--- src/rtl/inst_queue_n_pkg.sv ---
// Shared constants for the fetch/decode instruction queue.
// WORD/ADDR are the instruction and pc widths; Q_DEPTH is the depth of the top-level instance.
package inst_queue_n_pkg;

  localparam int unsigned WORD    = 32;
  localparam int unsigned ADDR    = 32;
  localparam int unsigned Q_DEPTH = 4;

  // True when v is a non-zero power of two.
  function automatic bit is_pow2(input int unsigned v);
    return (v != 0) && ((v & (v - 1)) == 0);
  endfunction

endpackage

--- src/rtl/inst_queue_n_if.sv ---
// Fetch/decode handshake bundle for inst_queue_n.
// slave is the queue side, master is the fetch/decode/execute environment side.
interface inst_queue_n_if
  import inst_queue_n_pkg::*;
#(
  parameter int unsigned DEPTH = Q_DEPTH
) ();

  localparam int unsigned CW = $clog2(DEPTH) + 1;

  logic            v_i;
  logic            stall_o;
  logic [WORD-1:0] inst_i;
  logic [ADDR-1:0] pc_i;
  logic            v_o;
  logic            stall_i;
  logic [WORD-1:0] inst_o;
  logic [ADDR-1:0] pc_o;
  logic            branch_i;
  logic [CW-1:0]   count_o;

  modport slave (
    input  v_i, inst_i, pc_i, stall_i, branch_i,
    output stall_o, v_o, inst_o, pc_o, count_o
  );

  modport master (
    output v_i, inst_i, pc_i, stall_i, branch_i,
    input  stall_o, v_o, inst_o, pc_o, count_o
  );

endinterface

--- src/rtl/inst_queue_n_storage_ram.sv ---
// queue_storage_ram: DEPTH x WIDTH register file with one synchronous write port,
// one asynchronous read port and a synchronous clear on reset.
module queue_storage_ram #(
  parameter int unsigned DEPTH = 4,
  parameter int unsigned WIDTH = 64
) (
  input  logic                     clk,
  input  logic                     reset,
  input  logic                     we,
  input  logic [$clog2(DEPTH)-1:0] waddr,
  input  logic [WIDTH-1:0]         wdata,
  input  logic [$clog2(DEPTH)-1:0] raddr,
  output logic [WIDTH-1:0]         rdata
);

  logic [WIDTH-1:0] mem_q [DEPTH];
  logic [WIDTH-1:0] mem_d [DEPTH];

  // Next-state of the array: at most one entry replaced per cycle.
  always_comb begin
    mem_d = mem_q;
    if (we) begin
      mem_d[waddr] = wdata;
    end
  end

  // Array state register with synchronous clear.
  always_ff @(posedge clk) begin
    if (reset) begin
      mem_q <= '{default: '0};
    end else begin
      mem_q <= mem_d;
    end
  end

  assign rdata = mem_q[raddr];

endmodule

--- src/rtl/inst_queue_n.sv ---
// inst_queue_n: DEPTH-entry {inst, pc} queue between fetch and decode, flushed by a taken branch.
// Optional feature macro QUEUE_BYPASS_EN: when the queue is empty, a valid fetch word is
// forwarded combinationally to decode and is only written if decode stalls.
module inst_queue_n
  import inst_queue_n_pkg::*;
#(
  parameter int unsigned DEPTH = Q_DEPTH
) (
  input logic           clk,
  input logic           reset,
  inst_queue_n_if.slave q
);

  localparam int unsigned PW = $clog2(DEPTH);
  localparam int unsigned CW = PW + 1;
  localparam int unsigned EW = WORD + ADDR;

  if (DEPTH < 2 || !is_pow2(DEPTH)) begin : g_bad_depth
    $error("inst_queue_n: DEPTH must be a power of two and at least 2");
  end

  logic [PW-1:0] rd_ptr_q, rd_ptr_d;
  logic [PW-1:0] wr_ptr_q, wr_ptr_d;
  logic [CW-1:0] count_q, count_d;

  logic          full;
  logic          not_empty;
  logic          v_o;
  logic          push;
  logic          pop;
  logic          wr_en;
  logic          rd_adv;
  logic [EW-1:0] rdata;
  logic [EW-1:0] head;

  // Backpressure depends on registered occupancy only.
  assign full      = (count_q == CW'(DEPTH));
  assign not_empty = (count_q != '0);

  assign push = q.v_i & ~full & ~q.branch_i;
  assign pop  = v_o & ~q.stall_i & ~q.branch_i;

`ifdef QUEUE_BYPASS_EN
  logic byp;
  // Reset is included so a held reset never shows a forwarded word.
  assign byp    = ~not_empty & q.v_i & ~q.branch_i & ~reset;
  // A bypassed word taken by decode is never stored; a stalled one is stored normally.
  assign wr_en  = push & ~(byp & ~q.stall_i);
  assign rd_adv = pop & ~byp;
`else
  assign wr_en  = push;
  assign rd_adv = pop;
`endif

  // Pointer and occupancy next-state; a branch discards this cycle's push/pop.
  always_comb begin
    rd_ptr_d = rd_ptr_q;
    wr_ptr_d = wr_ptr_q;
    count_d  = count_q;
    if (q.branch_i) begin
      rd_ptr_d = '0;
      wr_ptr_d = '0;
      count_d  = '0;
    end else begin
      if (wr_en) begin
        wr_ptr_d = wr_ptr_q + PW'(1);
      end
      if (rd_adv) begin
        rd_ptr_d = rd_ptr_q + PW'(1);
      end
      count_d = count_q + CW'(wr_en) - CW'(rd_adv);
    end
  end

  // Control state register; reset takes priority over branch.
  always_ff @(posedge clk) begin
    if (reset) begin
      rd_ptr_q <= '0;
      wr_ptr_q <= '0;
      count_q  <= '0;
    end else begin
      rd_ptr_q <= rd_ptr_d;
      wr_ptr_q <= wr_ptr_d;
      count_q  <= count_d;
    end
  end

  queue_storage_ram #(
    .DEPTH(DEPTH),
    .WIDTH(EW)
  ) u_storage (
    .clk  (clk),
    .reset(reset),
    .we   (wr_en),
    .waddr(wr_ptr_q),
    .wdata({q.inst_i, q.pc_i}),
    .raddr(rd_ptr_q),
    .rdata(rdata)
  );

  // Decode-side outputs: head of storage, or the live fetch word when bypassing.
  always_comb begin
    v_o  = not_empty;
    head = rdata;
`ifdef QUEUE_BYPASS_EN
    if (byp) begin
      v_o  = 1'b1;
      head = {q.inst_i, q.pc_i};
    end
`endif
  end

  assign q.v_o     = v_o;
  assign q.inst_o  = head[EW-1:ADDR];
  assign q.pc_o    = head[ADDR-1:0];
  assign q.stall_o = full;
  assign q.count_o = count_q;

endmodule

--- src/flat_wrapper.sv ---
// flat-port wrapper written by rule: the top's interface ports become plain ports
module inst_queue_n_flat import inst_queue_n_pkg::*;
#(
  parameter int unsigned DEPTH = Q_DEPTH
)
  (clk, reset, q_v_i, q_inst_i, q_pc_i, q_stall_i, q_branch_i, q_stall_o, q_v_o, q_inst_o, q_pc_o, q_count_o);
  inst_queue_n_if #(.DEPTH(DEPTH)) q_i ();
  input logic clk;
  input logic reset;
  input wire logic [$bits(q_i.v_i)-1:0] q_v_i;
  input wire logic [$bits(q_i.inst_i)-1:0] q_inst_i;
  input wire logic [$bits(q_i.pc_i)-1:0] q_pc_i;
  input wire logic [$bits(q_i.stall_i)-1:0] q_stall_i;
  input wire logic [$bits(q_i.branch_i)-1:0] q_branch_i;
  output wire logic [$bits(q_i.stall_o)-1:0] q_stall_o;
  output wire logic [$bits(q_i.v_o)-1:0] q_v_o;
  output wire logic [$bits(q_i.inst_o)-1:0] q_inst_o;
  output wire logic [$bits(q_i.pc_o)-1:0] q_pc_o;
  output wire logic [$bits(q_i.count_o)-1:0] q_count_o;
  assign q_i.v_i = q_v_i;
  assign q_i.inst_i = q_inst_i;
  assign q_i.pc_i = q_pc_i;
  assign q_i.stall_i = q_stall_i;
  assign q_i.branch_i = q_branch_i;
  assign q_stall_o = q_i.stall_o;
  assign q_v_o = q_i.v_o;
  assign q_inst_o = q_i.inst_o;
  assign q_pc_o = q_i.pc_o;
  assign q_count_o = q_i.count_o;
  inst_queue_n #(.DEPTH(DEPTH)) u_core (.clk(clk), .reset(reset), .q(q_i));
endmodule
--- config.mk ---
export PLATFORM = sky130hd
export DESIGN_NAME = inst_queue_n_flat
export DESIGN_NICKNAME = d
export VERILOG_FILES = /design/src/rtl/inst_queue_n_pkg.sv /design/src/rtl/inst_queue_n_if.sv /design/src/rtl/inst_queue_n_storage_ram.sv /design/src/rtl/inst_queue_n.sv /design/src/flat_wrapper.sv
export SDC_FILE = /design/constraint.sdc
export NUM_CORES = 1
export LEC_CHECK = 0
export ABC_AREA = 1
export CAP_MARGIN = 10
export CORE_MARGIN = 3
export CORE_UTILIZATION = 45
export DETAILED_ROUTE_END_ITERATION = 7
export PLACE_DENSITY = 0.67
export SYNTH_ARGS = -nofsm -noshare
export SYNTH_HDL_FRONTEND = slang
export SYNTH_HIERARCHICAL = 1
export SYNTH_SLANG_ARGS = --single-unit
--- constraint.sdc ---
create_clock -name clk -period 1.9 [get_ports clk]
set_input_delay 0.38 -clock clk [delete_from_list [all_inputs] [get_ports clk]]
set_output_delay 0.38 -clock clk [all_outputs]
set_load 0.02 [all_outputs]
# After elaboration in Yosys (flattened, before gate mapping)
# Index checks and enable logic that the tools add are counted.
# word_totals
regBits	263
latch_bits	0
ram_bits	0
romBits	0
inputBits	69
elab_cells	33
memories	0
# classes
addsub	4
multipliers	0
div_mod_pow	0
magnitude_cmp	3
eq_ne	1
n_shift	0
mux	6
bitwise_logic	9
n_reduce_logical	3
# ops
cell	n
$bwmux W256	1
$mux W64	3
$bmux W64 S2	1
$demux W64 S2	1
$ge A3 B3 Y1 const B	2
$not A2 Y3	2
$add A2 B1 Y2 const B	2
$and A1 B1 Y1	4
$add A3 B1 Y3	1
$eq A3 B3 Y1 const B	1
$lt A3 B1 Y1 const B	1
$not A1 Y1	3
$reduce_bool A3 Y1	1
$sub A3 B1 Y3	1
$reduce_or A2 Y1	1
$logic_and A1 B1 Y1	1

# Depth between registers and ports, before layout
# Gate-level depths: netlist of the first run.
# depth
ltp_word	6
ltp_mapped	12

# By module
# The synthesis of the first run kept the hierarchy.
# by_module_without_submodules
module	instances	cells_per_inst	area_each_um2
queue_storage_ram	1	2003	12458.2
inst_queue_n	1	61	439.2

# Worst setup path after synthesis of the first run
# OpenSTA, ideal clock, no wires.
# synth_path
path_type	reg-to-reg
start	register u_core.count_q[1], in the netlist u_core/q.count_o[1]
end	register u_core.count_q[2], in the netlist u_core/q.count_o[2]
setup_time_ps	113
arrival_ps	1840
t_required_ps	1787
setup_slack_ps	-52
path_stages_with_launch	12
cell_sequence	dfxtp_1 > nor2_4 > nand2_2 > nand2_2 > inv_1 > ha_1 > inv_1 > ha_1 > inv_1 > fa_1 > nor2_1 > nor2_1
# synth_between
word_cells_on_any_way	9
classes_between	add/sub: 2; eq/ne: 1; bitwise: 5; reduce/logical: 1
# synth_lines
item	line_no	text
from (decl)	inst_queue_n.sv:24	logic [CW-1:0] count_q, count_d;
from (signal assigned)	inst_queue_n.sv:84	count_q <= count_d;
$reduce_bool A3 Y1	inst_queue_n.sv:38	assign not_empty = (count_q != '0);
named net q_v_o	flat_wrapper.sv:16	output wire logic [$bits(q_i.v_o)-1:0] q_v_o;
$and A1 B1 Y1 (2 in series)	inst_queue_n.sv:41	assign pop = v_o & ~q.stall_i & ~q.branch_i;
named net u_core.pop	inst_queue_n.sv:30	logic pop;
$sub A3 B1 Y3	inst_queue_n.sv:71	count_d = count_q + CW'(wr_en) - CW'(rd_adv);
# The timed path passes the listed nets, and every way through them passes these cells.
# A chain may end at the register's enable or synchronous reset.

# Worst setup path in the final report of the first run
# layout_path
start	register u_core.rd_ptr_q[0]
end	output q_pc_o[2]
# layout_between
elab_chain_len	4
# layout_lines
item	line_no	text
from (decl)	inst_queue_n.sv:22	logic [PW-1:0] rd_ptr_q, rd_ptr_d;
from (signal assigned)	inst_queue_n.sv:82	rd_ptr_q <= rd_ptr_d;
$not A2 Y3 (not written as such)	inst_queue_n_storage_ram.sv:36	assign rdata = mem_q[raddr];
$bmux W64 S2	inst_queue_n_storage_ram.sv:36	
$mux W64 (not written as such) (2 in series)	inst_queue_n_storage_ram.sv:36	
to (decl)	flat_wrapper.sv:18	output wire logic [$bits(q_i.pc_o)-1:0] q_pc_o;
# No other way between the ends. The select of a mux whose other input is x is not followed.

==> metrics.log, run 1 <==
[metrics] post-synthesis average cell area: about 6.2 um^2
[metrics] Clk pin slew, worst setup/hold paths: around 0.060 ns
[metrics] Min Clock Period, post-route: 2.192 ns
[metrics] unrepaired setup endpoints after global routing: true
[metrics] summed negative setup slack over all endpoints: -12.42 ns
[metrics] switching share of power: 24.40%
[metrics] count of different cell masters after synthesis: 18
[metrics] Required @ worst endpoint: around 1.5 ns
[metrics] GR Util All Layers: between 20% and 30%
[metrics] hold buffers post-CTS: 0
[metrics] effective utilization at floorplan: 46.04%
[metrics] final hold violation count: 0
[metrics] Cell Rows: between 60 and 70
[metrics] gate count after technology mapping: approximately 2100
[metrics] total detailed-routing wirelength: 33890 um
[metrics] sequential cell area fraction in the yosys report: slightly above 40%
[metrics] CTS tree: built
[metrics] clk_lat worst skew: around 0.54 ns
[metrics] net total in the final layout: 2262
[metrics] cell types with the largest area share after synthesis: sky130_fd_sc_hd__dfxtp_1 41%, sky130_fd_sc_hd__nand2_1 19%, sky130_fd_sc_hd__nor2_1 13%
[metrics] via/cell ratio: slightly below 5
[metrics] clock skew after layout: around 0.016 ns
[metrics] syn nets: 2136
[metrics] sw power: between 3 and 4 mW
[metrics] total inserted antenna cells: 0
[metrics] number of maximum-capacitance violations: 0
[metrics] number of placed I/O pins: 138
[metrics] DR DRC count: 0
[metrics] vias in the first global route: between 10000 and 15000
[metrics] Post-synth top cells: 654 x sky130_fd_sc_hd__nand2_1, 456 x sky130_fd_sc_hd__nor2_1, 272 x sky130_fd_sc_hd__inv_1, 263 x sky130_fd_sc_hd__dfxtp_1, 128 x sky130_fd_sc_hd__o211ai_1
[metrics] Fmax: approximately 460 MHz
[metrics] proportion of power drawn by the clock network: about 45%
[metrics] clk buf depth: 3
[metrics] smallest setup slack after layout: -0.2916 ns
[metrics] power share of the sequential group: about 45%
[metrics] number of flops mapped to enable cells by yosys: 0
[metrics] Root Buffer: sky130_fd_sc_hd__clkbuf_16
[metrics] dominant register cell in the synthesized netlist: sky130_fd_sc_hd__dfxtp_1
[metrics] total global routing overflow: 0
[metrics] number of warnings issued by yosys: 6
[metrics] wire length per cell: roughly 13 um
[metrics] transition at the pin with the smallest max-transition slack: between 0.4 and 0.5 ns
[metrics] initial antenna violation count: 1
[metrics] Worst setup EP type: primary output
[metrics] Die Y-Extent: 175.3 um
[metrics] outcome: finished, violations left
[metrics] violated checks: setup timing
[metrics] PD cells: 771.9 mW/mm^2
[metrics] via count of the routed design: ~12000
[metrics] dominant cell by count in the synthesized netlist: sky130_fd_sc_hd__nand2_1
[metrics] P_int: a little under 10 mW
[metrics] sum of net half-perimeters after detailed placement: between 20000 and 25000 um
[metrics] proportion of register bits with asynchronous set or reset after synthesis: 0%
[metrics] chip width: approximately 180 um
[metrics] DR iter-0 viols: ~840
[metrics] Comb pwr share: a little over a tenth
[metrics] Max IR drop VDD: 0.0005690 V
[metrics] Slew headroom: 66.88%
[metrics] most area-hungry cell type in the Yosys netlist: sky130_fd_sc_hd__dfxtp_1
[metrics] Post-Synthesis Cell Area: around 0.013 mm^2
[metrics] element type at the critical path start: flip-flop
[metrics] number of input and output port buffers inserted: ~140
[metrics] Final ANT Viol Nets: 0
[metrics] Crit Path Class: reg -> out
[metrics] area of the core region: about 0.028 mm^2
[metrics] setup-violating endpoint count in the final report: 64
[metrics] CTS sink count: 263
[metrics] Routability Congestion: approximately 0.79
[metrics] launch instance of the worst register-to-register path: u_core/q.count_o[0]
[metrics] crit share post-route: 115.3%
[metrics] FF-to-FF setup slack: 0.12 ns
[metrics] top-area cell type share of the netlist area: slightly above 40%
[metrics] layout cell share with drive strength beyond 1: a little over a tenth
[metrics] leak pwr: between 8 and 9 nW
[metrics] fraction of the core area covered by cells at the end of the flow: 58.84%
[metrics] Tightest Hold Check Type: reg -> reg
[metrics] Die ar.: 0.03073 mm^2
[metrics] synthesized flop and latch total: between 200 and 300
[metrics] wire length of the first global-routing pass: 55700 um
[metrics] Crit Path Max Fanout: 6
[metrics] source of the critical timing path: u_core/rd_ptr_q[0]
[metrics] maximum number of pins on one net before global-route repair: 65
[metrics] standard cell area after detailed placement: 0.01514 mm^2
[metrics] first-pass iteration count of the detailed router: 5
[metrics] Worst Reg2Reg Path Length in Cells: 10
[metrics] number of H-tree branching levels: 1
[metrics] hold worst-path end: u_core/u_storage/mem_q[216]
[metrics] layout overhead on the synthesized area: 27.78%
[metrics] launch instance of the worst min-delay path: u_core/u_storage/mem_q[216]
[metrics] TritonCTS buffer count: 29
[metrics] reg-to-reg critical path endpoint: u_core/q.count_o[1]
[metrics] CP arrival: about 1.8 ns
[metrics] Slew Viols, Final: 0
[metrics] worst-case setup slack after placement: -0.3704 ns
[metrics] finished layout cell area: 0.01648 mm^2
[metrics] cell depth of the worst min-delay path: 2
-- worst max path at each step --
stage / slack [ns] / depth (start not counted) / end
5_1_grt: -0.38 / 6 / q_pc_o[30]
4_1_cts: -0.31 / 6 / q_pc_o[2]
3_5_place_dp: -0.37 / 10 / u_core/q.count_o[2]
3_3_place_gp: -0.37 / 11 / u_core/q.count_o[2]
6_report: -0.29 / 6 / q_pc_o[2]
2_1_floorplan: 0.02 / 11 / u_core/q.count_o[2]
-- registers in the layout (all words and copies together) (netlist names) --
register / count
u_core/q.count_o: 3
u_core/u_storage/mem_q: 256
u_core/wr_ptr_q: 2
u_core/rd_ptr_q: 2
-- layout by cell type, fill, tap and decap left out, drive strengths merged, types with 6 or more instances in the layout --
cell type / n
dfxtp: 263
nor2: 461
inv: 275
clkbuf: 48
nand3: 69
nand2: 661
o211ai: 128
clkinv: 6
buf: 157
a21oi: 66
clkdlybuf4s50: 68
-- layer usage --
layer / share of wire [%] / routed length, um / GRT usage [%] / up-vias
met3: 6.0 / 2039 / 3.307 / 31
li1: - / - / - / 6492
met4: 1.1 / 358 / 3.790 / 2
met5: 0.032 / 11 / 0 / -
met2: 45 / 15410 / 35.71 / 301
met1: 47 / 16070 / 29.86 / 5656
-- cell type report --
class,count,area (um^2)
fillers,2633,11530
well taps,378,473.0
multi-input cells,1388,6011
clock buffers,44,872.1
repair buffers,234,2708
inverters,274,1044
flip-flops and latches,263,5275
clock inverters,9,98.84
-- metrics by stage --
step / hold slack (ns) / std cells / power (mW)
2_1_floorplan: 0.4521 / 2064 / 6.522
3_3_place_gp: 0.4609 / 2514 / 7.148
3_5_place_dp: 0.4689 / 2514 / 7.167
4_1_cts: 0.4788 / 2587 / 12.84
5_1_grt: 0.5043 / 2590 / 13.24
6_report: 0.4807 / 2590 / 12.72
-- power groups by stage --
stage / logic, mW / registers [mW] / clock network (mW)
6_report: 1.32 / 5.70 / 5.70
5_1_grt: 1.45 / 5.71 / 6.08
4_1_cts: 1.31 / 5.70 / 5.83
3_5_place_dp: 1.35 / 5.82 / 0
3_3_place_gp: 1.33 / 5.82 / 0
2_1_floorplan: 0.711 / 5.81 / 0
-- worst max-delay path, stage by stage (launching register included) --
cell	delay, ns
sky130_fd_sc_hd__dfxtp_4	0.39
sky130_fd_sc_hd__buf_4	0.16
sky130_fd_sc_hd__buf_16	0.13
sky130_fd_sc_hd__buf_12	0.12
sky130_fd_sc_hd__o211ai_1	0.16
sky130_fd_sc_hd__nand2_1	0.15
sky130_fd_sc_hd__buf_6	0.16
-- cell families after synthesis --
logic type      synth area share, %
simple gates                  35.72
buf+inv                       13.04
flops                         40.82
compound gates                10.07
fa+ha+maj                    0.3492
-- what timing repair did --
item / in CTS / in global routing
setup endpoints to repair: 69 / 66
resized for setup: 328 / 24
pin swaps: 25 / 31
cloned: 9 / 3
setup buffers: 11 / 2
endpoints found under the hold margin: 0 / 0
(Power assumes the default switching activity.)
==> run 2: changes to the inputs <==
--- a/config.mk
+++ b/config.mk
@@ -7,7 +7,7 @@
 export LEC_CHECK = 0
 export ABC_AREA = 1
 export CAP_MARGIN = 10
-export CORE_MARGIN = 3
+export CORE_MARGIN = 1.5
 export CORE_UTILIZATION = 45
 export DETAILED_ROUTE_END_ITERATION = 7
 export PLACE_DENSITY = 0.67
==> run 2 against run 1 <==
Net effect: the flow still finishes with violations (setup timing); sequential power hardly changed; sequential cell count stayed put; critical path type unchanged; die area is 3.4% lower; combinational power hardly changed; routed wire length is 1.6% lower; critical path depth stayed put; utilization is 0.59 points lower; sequential share of layout area is 0.35 points higher; register-to-register slack worse by 0.05 ns; maximum frequency is 0.86% higher; final area is 1.0% lower.
==> metrics.log, run 2 (synthesized netlist as in run 1, its figures left out) <==
[metrics] via count of the routed design: 12470 (was 12480)
[metrics] commonest non-fill, non-tap cell in the layout: sky130_fd_sc_hd__nand2_1 (unchanged)
[metrics] via/cell ratio: 4.837 (was 4.819)
[metrics] violated checks: setup timing (unchanged)
[metrics] chip width: 172.3 um (was 175.3 um)
[metrics] wire length per cell: 12.94 um (was 13.08 um)
[metrics] dominant cell type by count on the critical path: sky130_fd_sc_hd__buf_6
[metrics] total detailed-routing wirelength: 33360 um (was 33890 um)
[metrics] Die Y-Extent: 172.3 um (was 175.3 um)
[metrics] final hold violation count: 0 (unchanged)
[metrics] number of input and output port buffers inserted: 137 (unchanged)
[metrics] effective utilization at floorplan: 46.04% (unchanged)
[metrics] worst path cell trace: buf_12 > buf_6 > buf_6 > o211ai_1 > nand2_1 > buf_6 (was buf_4 > buf_16 > buf_12 > o211ai_1 > nand2_1 > buf_6)
[metrics] CTS tree: built (unchanged)
[metrics] CTS sink count: 263 (unchanged)
[metrics] layout overhead on the synthesized area: 26.49% (was 27.78%)
[metrics] biggest cell delay along the critical path: 0.39 ns (about the same)
[metrics] sum of net half-perimeters after detailed placement: 19470 um (was 20100 um)
[metrics] sw power: 3.124 mW (was 3.104 mW)
[metrics] DR iter-0 viols: 921 (was 835)
[metrics] worst path bufs/invs: 4 (unchanged)
[metrics] Fmax: 460.2 MHz (was 456.3 MHz)
[metrics] Die ar.: 0.02969 mm^2 (was 0.03073 mm^2)
[metrics] TritonCTS buffer count: 29 (unchanged)
[metrics] standard cell area after detailed placement: 0.01502 mm^2 (was 0.01514 mm^2)
[metrics] CP arrival: 1.79 ns (was 1.81 ns)
[metrics] net total in the final layout: 2248 (was 2262)
[metrics] total global routing overflow: 0 (unchanged)
[metrics] layout cell share with drive strength beyond 1: 10.50% (was 10.90%)
[metrics] Worst setup EP type: primary output (unchanged)
[metrics] number of placed I/O pins: 138 (unchanged)
[metrics] area of the core region: 0.02801 mm^2 (unchanged)
[metrics] total inserted antenna cells: 0 (unchanged)
[metrics] number of maximum-capacitance violations: 0 (unchanged)
[metrics] Total Power: 12.83 mW (was 12.72 mW)
[metrics] maximum number of pins on one net before global-route repair: 85 (was 65)
[metrics] Clk pin slew, worst setup/hold paths: 0.06 ns (about the same)
[metrics] Comb pwr share: 10.2% (was 10.4%)
[metrics] Slew Viols, Final: 0 (unchanged)
[metrics] crit share post-route: 114.4% (was 115.3%)
[metrics] power share of the sequential group: 44.4% (was 44.8%)
[metrics] Multi-input gate area: 0.006026 mm^2 (was 0.006011 mm^2)
[metrics] transition at the pin with the smallest max-transition slack: 0.4221 ns (was 0.4968 ns)
[metrics] Min Clock Period, post-route: 2.173 ns (was 2.192 ns)
[metrics] setup-violating endpoint count in the final report: 64 (unchanged)
[metrics] vias in the first global route: 11390 (was 11130)
[metrics] Crit Path Max Fanout: 8 (was 6)
[metrics] DR DRC count: 0 (unchanged)
[metrics] fill cell count: 2592 (was 2633)
[metrics] GR Util All Layers: 22.58% (was 21.43%)
[metrics] Slew headroom: 71.82% (was 66.88%)
[metrics] cell total after placement: 2500 (was 2514)
[metrics] initial antenna violation count: 1 (unchanged)
[metrics] summed negative setup slack over all endpoints: -11.76 ns (was -12.42 ns)
[metrics] switching share of power: 24.35% (was 24.40%)
[metrics] Crit Path Class: reg -> out (unchanged)
[metrics] library cell contributing the largest single delay on the critical path: sky130_fd_sc_hd__dfxtp_4 (unchanged)
[metrics] Required @ worst endpoint: 1.52 ns (about the same)
[metrics] number of H-tree branching levels: 1 (unchanged)
[metrics] PD cells: 786.4 mW/mm^2 (was 771.9 mW/mm^2)
[metrics] wire length of the first global-routing pass: 54830 um (was 55700 um)
[metrics] P_int: 9.705 mW (was 9.618 mW)
[metrics] register containing the most flip-flops in the final layout: u_core/u_storage/mem_q (unchanged)
[metrics] fraction of the core area covered by cells at the end of the flow: 58.24% (was 58.84%)
[metrics] Cell Rows: 61 (unchanged)
[metrics] leak pwr: 8.310 nW (was 8.401 nW)
[metrics] Tightest Hold Check Type: reg -> reg (unchanged)
[metrics] area occupied by registers: 0.005279 mm^2 (was 0.005275 mm^2)
[metrics] Final ANT Viol Nets: 0 (unchanged)
[metrics] clock skew after layout: 0.02149 ns (was 0.01595 ns)
[metrics] unrepaired setup endpoints after global routing: true (unchanged)
[metrics] Max IR drop VDD: 0.0005615 V (was 0.0005690 V)
[metrics] element type at the critical path start: flip-flop (unchanged)
[metrics] clk buf depth: 3 (unchanged)
[metrics] finished layout cell area: 0.01631 mm^2 (was 0.01648 mm^2)
[metrics] clk_lat worst skew: 0.55 ns (was 0.54 ns)
[metrics] Root Buffer: sky130_fd_sc_hd__clkbuf_16 (unchanged)
[metrics] highest-count cells in the layout ignoring fill and taps: 649 x sky130_fd_sc_hd__nand2_1, 455 x sky130_fd_sc_hd__nor2_1, 269 x sky130_fd_sc_hd__inv_1 (was 649 x sky130_fd_sc_hd__nand2_1, 455 x sky130_fd_sc_hd__nor2_1, 270 x sky130_fd_sc_hd__inv_1)
[metrics] number of standard cells in the final layout excluding fillers: 2577 (was 2590)
[metrics] smallest setup slack after layout: -0.2730 ns (was -0.2916 ns)
[metrics] Routability Congestion: 0.7933 (was 0.7866)
[metrics] proportion of power drawn by the clock network: 45.3% (was 44.8%)
[metrics] Largest register FFs: 256 (unchanged)
[metrics] cell family with the largest share of critical-path delay: buffers and inverters (unchanged)
[metrics] outcome: finished, violations left (unchanged)
[metrics] first-pass iteration count of the detailed router: 6 (was 5)
run 2: changes by cell type in the layout (fill, tap and decap cells not counted), sizes merged:
cell and delta:
clkinv +3, bufinv +2, clkbuf -3, buf -15
run 2: power by group through the flow:
stage / clock network [mW] / logic (mW) / registers, mW
3_3_place_gp: 0 / 1.32 / 5.82
4_1_cts: 5.95 / 1.28 / 5.70
5_1_grt: 6.17 / 1.44 / 5.71
6_report: 5.82 / 1.31 / 5.70
3_5_place_dp: 0 / 1.33 / 5.82
2_1_floorplan: 0 / 0.711 / 5.81
run 2: worst reg2reg max path: stages (launching register included):
cell,delay (ns)
sky130_fd_sc_hd__dfxtp_4,0.35
sky130_fd_sc_hd__nor2_4,0.12
sky130_fd_sc_hd__nand2_2,0.08
sky130_fd_sc_hd__nand2_2,0.07
sky130_fd_sc_hd__inv_1,0.06
sky130_fd_sc_hd__ha_4,0.26
sky130_fd_sc_hd__inv_2,0.03
sky130_fd_sc_hd__ha_2,0.16
sky130_fd_sc_hd__inv_1,0.06
sky130_fd_sc_hd__fa_2,0.43
sky130_fd_sc_hd__nor2_1,0.13
run 2: metal layers:
| layer | vias up | global-route usage, % | wire (um) |
|---|---|---|---|
| li1 | 6464 | - | - |
| met1 | 5618 | 30.27 | 15620 |
| met2 | 330 | 37.78 | 15170 |
| met3 | 52 | 3.365 | 1933 |
| met4 | 2 | 6.087 | 620 |
| met5 | - | 0 | 11 |
run 2: layout make-up:
class                      count  area share, %
timing repair buffer         220          15.35
clock buffer                  40          4.947
tap                          378          2.899
sequential                   263          32.36
clock inverter                14          1.089
inverter                     274          6.427
multi-input combinational   1388          36.94
run 2: final timing paths:
| check | startpoint | endpoint | slack [ns] | depth (start not counted) |
|---|---|---|---|---|
| setup reg to reg | u_core/q.count_o[0] | u_core/q.count_o[1] | 0.07 | 10 |
| hold / removal | u_core/u_storage/mem_q[226] | u_core/u_storage/mem_q[226] | 0.48 | 2 |
| hold reg to reg | u_core/u_storage/mem_q[226] | u_core/u_storage/mem_q[226] | 0.48 | 2 |
| setup / recovery | u_core/rd_ptr_q[0] | q_inst_o[4] | -0.27 | 6 |
run 2: repair_timing:
item / CTS / global route
cloned: 7 / 2
hold buffers: 0 / 0
endpoints found under the setup margin: 69 / 67
setup buffers: 11 / 9
endpoints found under the hold margin: 0 / 0
pin swaps: 10 / 30
gates resized for setup: 293 / 58
run 2: through the flow:
step | setup WS [ns] | hold slack, ns
after floorplan | 0.01862 | 0.4521
after global placement | -0.4247 | 0.4605
after detailed placement | -0.4346 | 0.4689
after CTS | -0.3704 | 0.4793
after global routing | -0.3493 | 0.5032
final | -0.2730 | 0.4808
==> run 3: changes to the inputs <==
--- a/config.mk
+++ b/config.mk
@@ -11,6 +11,7 @@
 export CORE_UTILIZATION = 45
 export DETAILED_ROUTE_END_ITERATION = 7
 export PLACE_DENSITY = 0.67
+export SETUP_SLACK_MARGIN = 0.4
 export SYNTH_ARGS = -nofsm -noshare
 export SYNTH_HDL_FRONTEND = slang
 export SYNTH_HIERARCHICAL = 1
==> run 3 against run 2 <==
Net effect: the run still ends with setup timing left; largest power group is now registers; clock skew is 0.015 ns lower; combinational power rose by 19%; utilization increased by 9.2 points; critical path type unchanged.
==> metrics.log, run 3 (synthesized netlist as in run 1, its figures left out) <==
[metrics] outcome: finished, violations left (unchanged)
[metrics] violated checks: setup timing (unchanged)
[metrics] CTS sink count: 263 (unchanged)
[metrics] clk_lat worst skew: 0.55 ns (about the same)
[metrics] unrepaired setup endpoints after global routing: true (unchanged)
[metrics] P_int: 9.630 mW (was 9.705 mW)
[metrics] Tightest Hold Check Type: in -> reg (was reg -> reg)
[metrics] DR DRC count: 0 (unchanged)
[metrics] DR iter-0 viols: 1124 (was 921)
[metrics] Final ANT Viol Nets: 0 (unchanged)
[metrics] cell total after placement: 2496 (was 2500)
[metrics] number of placed I/O pins: 138 (unchanged)
[metrics] first-pass iteration count of the detailed router: 5 (was 6)
[metrics] Slew headroom: 69.35% (was 71.82%)
[metrics] vias in the first global route: 11560 (was 11390)
[metrics] highest-count cells in the layout ignoring fill and taps: 526 x sky130_fd_sc_hd__nand2_1, 414 x sky130_fd_sc_hd__nor2_1, 266 x sky130_fd_sc_hd__inv_1 (was 649 x sky130_fd_sc_hd__nand2_1, 455 x sky130_fd_sc_hd__nor2_1, 269 x sky130_fd_sc_hd__inv_1)
[metrics] number of maximum-capacitance violations: 0 (unchanged)
[metrics] total inserted antenna cells: 0 (unchanged)
[metrics] hold buffers post-CTS: 0 (unchanged)
[metrics] Die Y-Extent: 172.3 um (unchanged)
[metrics] Min Clock Period, post-route: 2.186 ns (was 2.173 ns)
[metrics] worst path cell trace: buf_4 > clkbuf_16 > o211ai_1 > nand2_1 > buf_2 (was buf_12 > buf_6 > buf_6 > o211ai_1 > nand2_1 > buf_6)
[metrics] total detailed-routing wirelength: 43600 um (was 33360 um)
[metrics] power share of the sequential group: 44.2% (was 44.4%)
[metrics] worst path bufs/invs: 3 (was 4)
[metrics] fraction of the core area covered by cells at the end of the flow: 67.41% (was 58.24%)
[metrics] effective utilization at floorplan: 46.04% (unchanged)
[metrics] Die ar.: 0.02969 mm^2 (unchanged)
[metrics] Root Buffer: sky130_fd_sc_hd__clkbuf_16 (unchanged)
[metrics] wire length of the first global-routing pass: 58090 um (was 54830 um)
[metrics] clk buf depth: 3 (unchanged)
[metrics] CP arrival: 1.81 ns (was 1.79 ns)
[metrics] Slew Viols, Final: 0 (unchanged)
[metrics] biggest cell delay along the critical path: 0.39 ns (about the same)
[metrics] Clk pin slew, worst setup/hold paths: 0.06 ns (about the same)
[metrics] wire length per cell: 16.37 um (was 12.94 um)
[metrics] element type at the critical path start: flip-flop (unchanged)
[metrics] PD cells: 683.9 mW/mm^2 (was 786.4 mW/mm^2)
[metrics] smallest setup slack after layout: -0.2859 ns (was -0.2730 ns)
[metrics] maximum number of pins on one net before global-route repair: 73 (was 85)
[metrics] Cell Rows: 61 (unchanged)
[metrics] number of H-tree branching levels: 1 (unchanged)
[metrics] Routability Congestion: 0.7983 (was 0.7933)
[metrics] sw power: 3.283 mW (was 3.124 mW)
[metrics] switching share of power: 25.42% (was 24.35%)
[metrics] layout cell share with drive strength beyond 1: 23.75% (was 10.50%)
[metrics] TritonCTS buffer count: 30 (was 29)
[metrics] CTS tree: built (unchanged)
[metrics] register containing the most flip-flops in the final layout: u_core/u_storage/mem_q (unchanged)
[metrics] cell family with the largest share of critical-path delay: buffers and inverters (unchanged)
[metrics] sum of net half-perimeters after detailed placement: 19590 um (was 19470 um)
[metrics] via count of the routed design: 13520 (was 12470)
[metrics] fill cell count: 2280 (was 2592)
[metrics] Crit Path Class: reg -> out (unchanged)
[metrics] library cell contributing the largest single delay on the critical path: sky130_fd_sc_hd__dfxtp_4 (unchanged)
[metrics] crit share post-route: 115.0% (was 114.4%)
[metrics] Crit Path Max Fanout: 13 (was 8)
[metrics] net total in the final layout: 2338 (was 2248)
[metrics] GR Util All Layers: 24.24% (was 22.58%)
[metrics] chip width: 172.3 um (unchanged)
[metrics] Max IR drop VDD: 0.0005988 V (was 0.0005615 V)
[metrics] number of input and output port buffers inserted: 137 (unchanged)
[metrics] Comb pwr share: 12.1% (was 10.2%)
[metrics] clock skew after layout: 0.006684 ns (was 0.02149 ns)
[metrics] total global routing overflow: 0 (unchanged)
[metrics] initial antenna violation count: 1 (unchanged)
[metrics] Largest register FFs: 256 (unchanged)
[metrics] number of standard cells in the final layout excluding fillers: 2664 (was 2577)
[metrics] transition at the pin with the smallest max-transition slack: 0.4598 ns (was 0.4221 ns)
[metrics] Fmax: 457.5 MHz (was 460.2 MHz)
[metrics] proportion of power drawn by the clock network: 43.7% (was 45.3%)
[metrics] setup-violating endpoint count in the final report: 64 (unchanged)
[metrics] via/cell ratio: 5.076 (was 4.837)
[metrics] final hold violation count: 0 (unchanged)
[metrics] Worst setup EP type: primary output (unchanged)
[metrics] leak pwr: 9.167 nW (was 8.310 nW)
[metrics] layout overhead on the synthesized area: 46.40% (was 26.49%)
[metrics] commonest non-fill, non-tap cell in the layout: sky130_fd_sc_hd__nand2_1 (unchanged)
[metrics] Required @ worst endpoint: 1.52 ns (about the same)
[metrics] area of the core region: 0.02801 mm^2 (unchanged)
==> run 3: worst paths after layout <==
| path | startpoint | endpoint | slack [ns] | cells after the start |
|---|---|---|---|---|
| worst max-delay path | u_core/rd_ptr_q[0] | q_inst_o[19] | -0.29 | 5 |
| worst min-delay path | q_branch_i | u_core/rd_ptr_q[1] | 0.31 | 4 |
| worst max register to register | u_core/q.count_o[1] | u_core/u_storage/mem_q[4] | 0.12 | 13 |
| worst min register to register | u_core/u_storage/mem_q[241] | u_core/u_storage/mem_q[241] | 0.47 | 2 |
==> run 3: power by group through the flow <==
stage / clock, mW / sequential [mW] / combinational, mW
4_1_cts: 5.72 / 5.70 / 1.32
5_1_grt: 5.97 / 5.72 / 1.68
3_3_place_gp: 0 / 5.82 / 1.32
3_5_place_dp: 0 / 5.82 / 1.33
6_report: 5.64 / 5.71 / 1.56
2_1_floorplan: 0 / 5.81 / 0.718
==> run 3: routing by layer <==
| metal | GRT usage (%) | vias to the layer above | routed length, um |
|---|---|---|---|
| met5 | 0 | - | 17 |
| li1 | - | 6679 | - |
| met3 | 3.822 | 93 | 3304 |
| met2 | 40.31 | 507 | 20270 |
| met4 | 6.314 | 2 | 1035 |
| met1 | 32.66 | 6241 | 18980 |
==> run 3: layout make-up <==
cell class / count / area [um^2] / area share (%)
clock buffer: 43 / 880.8 / 4.665
tap: 378 / 473.0 / 2.505
clock inverter: 9 / 72.57 / 0.3843
sequential: 263 / 5281 / 27.97
timing repair buffer: 309 / 4161 / 22.04
multi-input combinational: 1388 / 6962 / 36.87
inverter: 274 / 1051 / 5.566
==> run 3: worst min-delay path, stage by stage <==
cell,delay [ns]
sky130_fd_sc_hd__dlymetal6s2s_1,0.18
sky130_fd_sc_hd__nor2_2,0.08
sky130_fd_sc_hd__nand3_1,0.10
sky130_fd_sc_hd__a21oi_2,0.08
==> run 3: per-stage QoR <==
| step | TNS [ns] | hold WS [ns] | setup WS [ns] | area [um^2] | power (mW) |
|---|---|---|---|---|---|
| floorplan | 0 | 0.4521 | 0.1291 | 12940 | 6.528 |
| global placement | -33.23 | 0.4605 | -0.3368 | 15020 | 7.137 |
| detailed placement | -45.75 | 0.4676 | -0.4028 | 15020 | 7.156 |
| CTS | -12.50 | 0.4829 | -0.3372 | 16760 | 12.74 |
| global route | -16.93 | 0.3322 | -0.3670 | 18880 | 13.37 |
| finish | -13.10 | 0.3109 | -0.2859 | 18880 | 12.91 |
==> run 3: timing repair <==
action,in CTS,in global routing
cloned,17,35
pin swaps,65,171
gates resized for setup,381,305
endpoints found under the setup margin,327,328
setup buffers,27,37
